==> config.mk <==
export PLATFORM = sky130hd
export DESIGN_NAME = mat2_seq
export DESIGN_NICKNAME = d
export VERILOG_FILES = /design/src/rtl/mat2_seq.sv
export SDC_FILE = /design/constraint.sdc
export NUM_CORES = 1
export LEC_CHECK = 0
export BUFFER_PORTS_ARGS = -buffer_cell sky130_fd_sc_hd__buf_2
export CAP_MARGIN = 20
export CORE_ASPECT_RATIO = 1.1
export CORE_MARGIN = 5
export CORE_UTILIZATION = 40
export CTS_CLUSTER_DIAMETER = 40
export DETAILED_ROUTE_END_ITERATION = 8
export GPL_TIMING_DRIVEN = 0
export REMOVE_ABC_BUFFERS = 1
export SLEW_MARGIN = 20
export SYNTH_ARGS = -nofsm -noshare
export SYNTH_HDL_FRONTEND = slang
export SYNTH_SLANG_ARGS = --single-unit
==> constraint.sdc <==
create_clock -name clk -period 10.41 [get_ports clk]
set_input_delay 0 -clock clk [delete_from_list [all_inputs] [get_ports clk]]
set_output_delay 0 -clock clk [all_outputs]
set_load 0.02 [all_outputs]
==> src/rtl/mat2_seq.sv <==
// Time-multiplexed 2x2 matrix multiplier: Y = A x B with one shared W x W
// multiplier and one accumulator, eight steps per job, valid/ready on both sides.
module mat2_seq #(
    parameter int W = 8
) (
    input  logic                   clk,
    input  logic                   rst_n,
    input  logic                   in_valid,
    output logic                   in_ready,
    input  logic [4*W-1:0]         a,
    input  logic [4*W-1:0]         b,
    input  logic                   abort,
    output logic                   out_valid,
    input  logic                   out_ready,
    output logic [4*(2*W+1)-1:0]   y,
    output logic                   busy
);

    localparam int LW = 2 * W + 1;

    typedef enum logic [1:0] {
        IDLE = 2'd0,
        MUL  = 2'd1,
        DONE = 2'd2
    } state_t;

    state_t          state;
    state_t          next_state;
    logic [2:0]      s;
    logic [4*W-1:0]  a_q;
    logic [4*W-1:0]  b_q;
    logic [LW-1:0]   acc;
    logic [LW-1:0]   y_lane [4];
    logic [W-1:0]    a_el [4];
    logic [W-1:0]    b_el [4];
    logic [W-1:0]    a_sel;
    logic [W-1:0]    b_sel;
    logic [2*W-1:0]  prod;
    logic [LW-1:0]   prod_ext;

    for (genvar i = 0; i < 4; i++) begin : g_unpack
        assign a_el[i] = a_q[i*W +: W];
        assign b_el[i] = b_q[i*W +: W];
        assign y[i*LW +: LW] = y_lane[i];
    end

    // Step s picks A[r][t] (byte 2r+t) and B[t][c] (byte 2t+c), with r=s[2], c=s[1], t=s[0].
    always_comb begin
        a_sel    = a_el[{s[2], s[0]}];
        b_sel    = b_el[{s[0], s[1]}];
        prod     = a_sel * b_sel;
        prod_ext = {1'b0, prod};
    end

    assign in_ready  = (state == IDLE);
    assign busy      = (state == MUL) || (state == DONE);
    assign out_valid = (state == DONE);

    always_ff @(posedge clk or negedge rst_n) begin
        if (!rst_n) begin
            state <= IDLE;
        end else begin
            state <= next_state;
        end
    end

    // abort outranks both acceptance and result delivery.
    always_comb begin
        next_state = state;
        case (state)
            IDLE: begin
                if (in_valid && !abort) begin
                    next_state = MUL;
                end
            end
            MUL: begin
                if (abort) begin
                    next_state = IDLE;
                end else if (s == 3'd7) begin
                    next_state = DONE;
                end
            end
            DONE: begin
                if (abort || out_ready) begin
                    next_state = IDLE;
                end
            end
            default: next_state = IDLE;
        endcase
    end

    // Even steps load the first partial product; odd steps close out one lane.
    always_ff @(posedge clk or negedge rst_n) begin
        if (!rst_n) begin
            s   <= '0;
            a_q <= '0;
            b_q <= '0;
            acc <= '0;
            for (int i = 0; i < 4; i++) begin
                y_lane[i] <= '0;
            end
        end else begin
            case (state)
                IDLE: begin
                    if (in_valid && !abort) begin
                        a_q <= a;
                        b_q <= b;
                        s   <= '0;
                    end
                end
                MUL: begin
                    if (abort) begin
                        acc <= '0;
                        s   <= '0;
                    end else begin
                        s <= s + 3'd1;
                        if (!s[0]) begin
                            acc <= prod_ext;
                        end else begin
                            y_lane[s[2:1]] <= acc + prod_ext;
                        end
                    end
                end
                DONE: begin
                    if (abort) begin
                        acc <= '0;
                    end
                end
                default: begin
                end
            endcase
        end
    end

endmodule

==> impl_metrics.xml <==
<?xml version="1.0" encoding="UTF-8"?>
<metrics>
  <group name="yosys">
    <metric name="synth_top_cells_by_area" unit="">dfrtp_1, mux2_2, fa_1, ha_1, nand2_1</metric>
    <metric name="synth_cells" unit="">819</metric>
    <metric name="synth_cell_types" unit="">47</metric>
    <metric name="sequential_share_of_the_synthesized_area" unit="%">41.79</metric>
    <metric name="synth.ff_latch_count" unit="">153</metric>
    <metric name="netlist.area_leader.share" unit="%">41.79</metric>
    <metric name="synth-edff-count" unit="">0</metric>
    <metric name="post_synth_instance_area" unit="um^2">9163</metric>
    <metric name="synth.avg_cell_area" unit="um^2">11.19</metric>
    <metric name="synthFlopType" unit="">dfrtp_1</metric>
    <metric name="yosys_warnings" unit="">0</metric>
    <metric name="yosys.area.top_type" unit="">dfrtp_1</metric>
    <metric name="async_reset_ff_share" unit="%">100.0</metric>
  </group>
  <group name="worst_setup_path">
    <metric name="path_buf_inv" unit="">3</metric>
    <metric name="crit_fanout" unit="">15</metric>
    <metric name="timing.critical_path.slowest_stage_cell" unit="">dfrtp_1</metric>
    <metric name="crit_required" unit="ns">10.77</metric>
    <metric name="worst_path_largest_cell_delay" unit="ns">0.90</metric>
    <metric name="path_cells" unit="">mux4_2 &gt; nand2_1 &gt; fa_1 &gt; fa_1 &gt; inv_1 &gt; fa_1 &gt; inv_1 &gt; fa_1 &gt; inv_1 &gt; ha_1 &gt; a21oi_1 &gt; o21ai_0 &gt; o31ai_1 &gt; xnor2_1 &gt; ha_1 &gt; nand3_1 &gt; or3_1 &gt; a211o_1 &gt; a21oi_2 &gt; mux2_2</metric>
    <metric name="startpoint_type_of_the_worst_setup_path" unit="">register</metric>
    <metric name="worst_path_dominant_cell_family" unit="">adder cells</metric>
    <metric name="crit_arrival" unit="ns">7.57</metric>
    <metric name="end_kind" unit="">register</metric>
    <metric name="timing.setup.critical_path_class" unit="">reg2reg</metric>
    <metric name="critical_path.most_common_cell" unit="">fa_1</metric>
  </group>
  <group name="place">
    <metric name="dp_cells" unit="">1231</metric>
    <metric name="gp_congestion" unit="">0.8106</metric>
    <metric name="post-place-ws" unit="ns">2.900</metric>
    <metric name="place_hpwl" unit="um">14610</metric>
    <metric name="portBuffers" unit="">139</metric>
  </group>
  <group name="global_routing">
    <metric name="grt_antenna_before_repair" unit="">0</metric>
    <metric name="grt_remaining_overflow" unit="">0</metric>
    <metric name="groute.usage.overall" unit="%">16.09</metric>
    <metric name="grt_pass1_vias" unit="">6740</metric>
    <metric name="global_route_wire_length_before_repair" unit="um">34420</metric>
    <metric name="pin_count_of_the_biggest_net_entering_global_routing" unit="">94</metric>
  </group>
  <group name="timing">
    <metric name="timing.final.ws_setup" unit="ns">3.192</metric>
    <metric name="final-setup-viol-count" unit="">0</metric>
    <metric name="rsz0062_at_grt" unit="">no</metric>
    <metric name="worst_clock_skew" unit="ns">0.02506</metric>
    <metric name="timing.final.crit_share" unit="%">69.33</metric>
    <metric name="hold_viol" unit="">0</metric>
    <metric name="final_period_demand_of_the_worst_path" unit="ns">7.218</metric>
    <metric name="max_slew.worst_pin.slew" unit="ns">1.047</metric>
    <metric name="max_freq" unit="MHz">138.5</metric>
    <metric name="finalSetupTns" unit="ns">0</metric>
    <metric name="report.final.slew_viol_count" unit="">0</metric>
    <metric name="max_slew_margin" unit="%">29.72</metric>
  </group>
  <group name="drt">
    <metric name="wl_per_cell" unit="um">15.14</metric>
    <metric name="num_vias" unit="">6515</metric>
    <metric name="count_of_tritonroute_iterations_in_the_first_routing_pass" unit="">4</metric>
    <metric name="wl_met2" unit="um">9878</metric>
    <metric name="detail_route.wirelength" unit="um">20140</metric>
    <metric name="detail_route.vias_per_cell" unit="">4.898</metric>
    <metric name="routed-wl-met3" unit="um">868</metric>
    <metric name="drt.antenna.violating_nets" unit="">0</metric>
    <metric name="initialDrtViolationCount" unit="">180</metric>
    <metric name="drc_errors" unit="">0</metric>
    <metric name="top_layer_in_use" unit="">met4</metric>
    <metric name="wl_met1" unit="um">9210</metric>
  </group>
  <group name="clocking">
    <metric name="clockRootBuffer" unit="">clkbuf_16</metric>
    <metric name="clock_edge_transition_at_the_registers_on_the_reported_setup_and_hold_paths" unit="ns">0.07</metric>
    <metric name="clkLatencyLatePin" unit="ns">0.43</metric>
    <metric name="post_cts_hold_buffer_count" unit="">67</metric>
    <metric name="cts_tree" unit="">done</metric>
    <metric name="tritoncts.num_buffers" unit="">17</metric>
    <metric name="cts_setup_buffers" unit="">0</metric>
    <metric name="cts_htree_levels" unit="">4</metric>
    <metric name="clock_tree.buffer_depth" unit="">2</metric>
    <metric name="postCtsResizedCells" unit="">0</metric>
    <metric name="cts_num_sinks" unit="">153</metric>
  </group>
  <group name="layout">
    <metric name="drive_gt1_share" unit="%">28.25</metric>
    <metric name="most-common-layout-cells" unit="">dfrtp_1, buf_2, nand2_1, mux2_2, dlygate4sd3_1</metric>
    <metric name="design.final.nets" unit="">1181</metric>
    <metric name="mostFrequentLayoutCell" unit="">dfrtp_1</metric>
    <metric name="insertedDiodeCount" unit="">0</metric>
    <metric name="post_layout_nonfiller_instances" unit="">1330</metric>
    <metric name="area_growth" unit="%">25.07</metric>
  </group>
  <group name="flow_run">
    <metric name="max_cap_violations" unit="">0</metric>
  </group>
  <group name="die">
    <metric name="num_rows" unit="">58</metric>
    <metric name="initial_core_util" unit="%">40.34</metric>
    <metric name="die_outline_area" unit="um^2">26040</metric>
    <metric name="die-height" unit="um">168.7</metric>
    <metric name="io_pins" unit="">140</metric>
    <metric name="floorplan.core_area" unit="um^2">22710</metric>
    <metric name="dieWidth" unit="um">154.3</metric>
  </group>
  <group name="worst_hold_path">
    <metric name="min-delay-path-class" unit="">in2reg</metric>
  </group>
  <group name="status">
    <metric name="outcome" unit="">complete, no violations</metric>
  </group>
</metrics>
through the flow:
step / hold WS (ns) / instance area, um^2 / utilization (%)
6_report: 0.03645 / 11460 / 50.45
5_1_grt: 0.05811 / 11460 / 50.45
4_1_cts: 0.02895 / 11460 / 50.45
3_5_place_dp: -0.03022 / 10190 / 44.87
3_3_place_gp: 0.2315 / 10100 / 44.46
2_1_floorplan: -0.2956 / 9027 / -
synth_stat cells (2+ instances only):
cell type,instances
dfrtp_1,153
nand2_1,114
mux2_2,88
inv_1,60
ha_1,58
and2_1,53
fa_1,37
a21oi_1,33
o21ai_0,29
nand3_1,20
a22o_1,18
clkbuf_1,17
xnor2_1,17
mux4_2,16
o211ai_1,13
buf_2,12
nor2_1,10
a21o_1,7
xor2_1,7
or3_1,6
nor3_1,5
a211o_1,4
and3_1,4
nand2b_1,4
a211oi_1,3
a31oi_2,3
a31oi_1,2
and3b_1,2
nor3_2,2
o21a_1,2
o21ai_1,2
o21bai_1,2
or2_2,2
metal layers:
metal,vias to the layer above,GRT usage [%]
li1,3228,-
met2,127,26.98
met4,0,3.917
met1,3147,21.71
met5,-,0
met3,13,3.043
final timing paths:
kind	to	cells past startpoint	slack [ns]	from
max in group asynchronous	y[10]$_DFFE_PN0P_	3	9.50	rst_n
max	y[67]$_DFFE_PN0P_	20	3.19	s[1]$_DFFE_PN0P_
min in group asynchronous	b_q[0]$_DFFE_PN0P_	2	0.07	rst_n
max reg2reg	y[67]$_DFFE_PN0P_	20	3.19	s[1]$_DFFE_PN0P_
min	s[1]$_DFFE_PN0P_	4	0.04	in_valid
min reg2reg	y[25]$_DFFE_PN0P_	2	0.47	y[25]$_DFFE_PN0P_
flip-flops by register name, summed over array words and instances (netlist names):
| name | cells |
|---|---|
| state | 2 |
| s | 3 |
| a_q | 32 |
| b_q | 32 |
| acc | 16 |
| y | 68 |
area by class of cell:
type | count | area (um^2)
inverter | 60 | 225.2
multi-input combinational | 575 | 4987
fill | 2068 | 11250
tap | 300 | 375.4
sequential | 153 | 3830
timing repair buffer | 210 | 1446
clock inverter | 15 | 170.2
clock buffer | 17 | 425.4
kinds of logic (layout without fill, tap and decap cells):
kind of cell | count (synthesis) | count (layout) | synth area share [%]
compound gates | 124 | 124 | 9.190
simple gates | 227 | 227 | 11.94
fa+ha+maj | 95 | 95 | 16.00
flops | 153 | 153 | 41.79
buf+inv | 91 | 302 | 3.933
xor+xnor | 24 | 24 | 2.294
mux | 105 | 105 | 14.86
tightest hold or removal path, delay by kind of cell:
family | cells | cell delay [ns]
compound gates | 2 | 0.27
buf+inv | 2 | 0.14
Power is left out: the tool's default activity adds up to more than one toggle a clock period on the data nets, which glitch-free logic cannot reach.
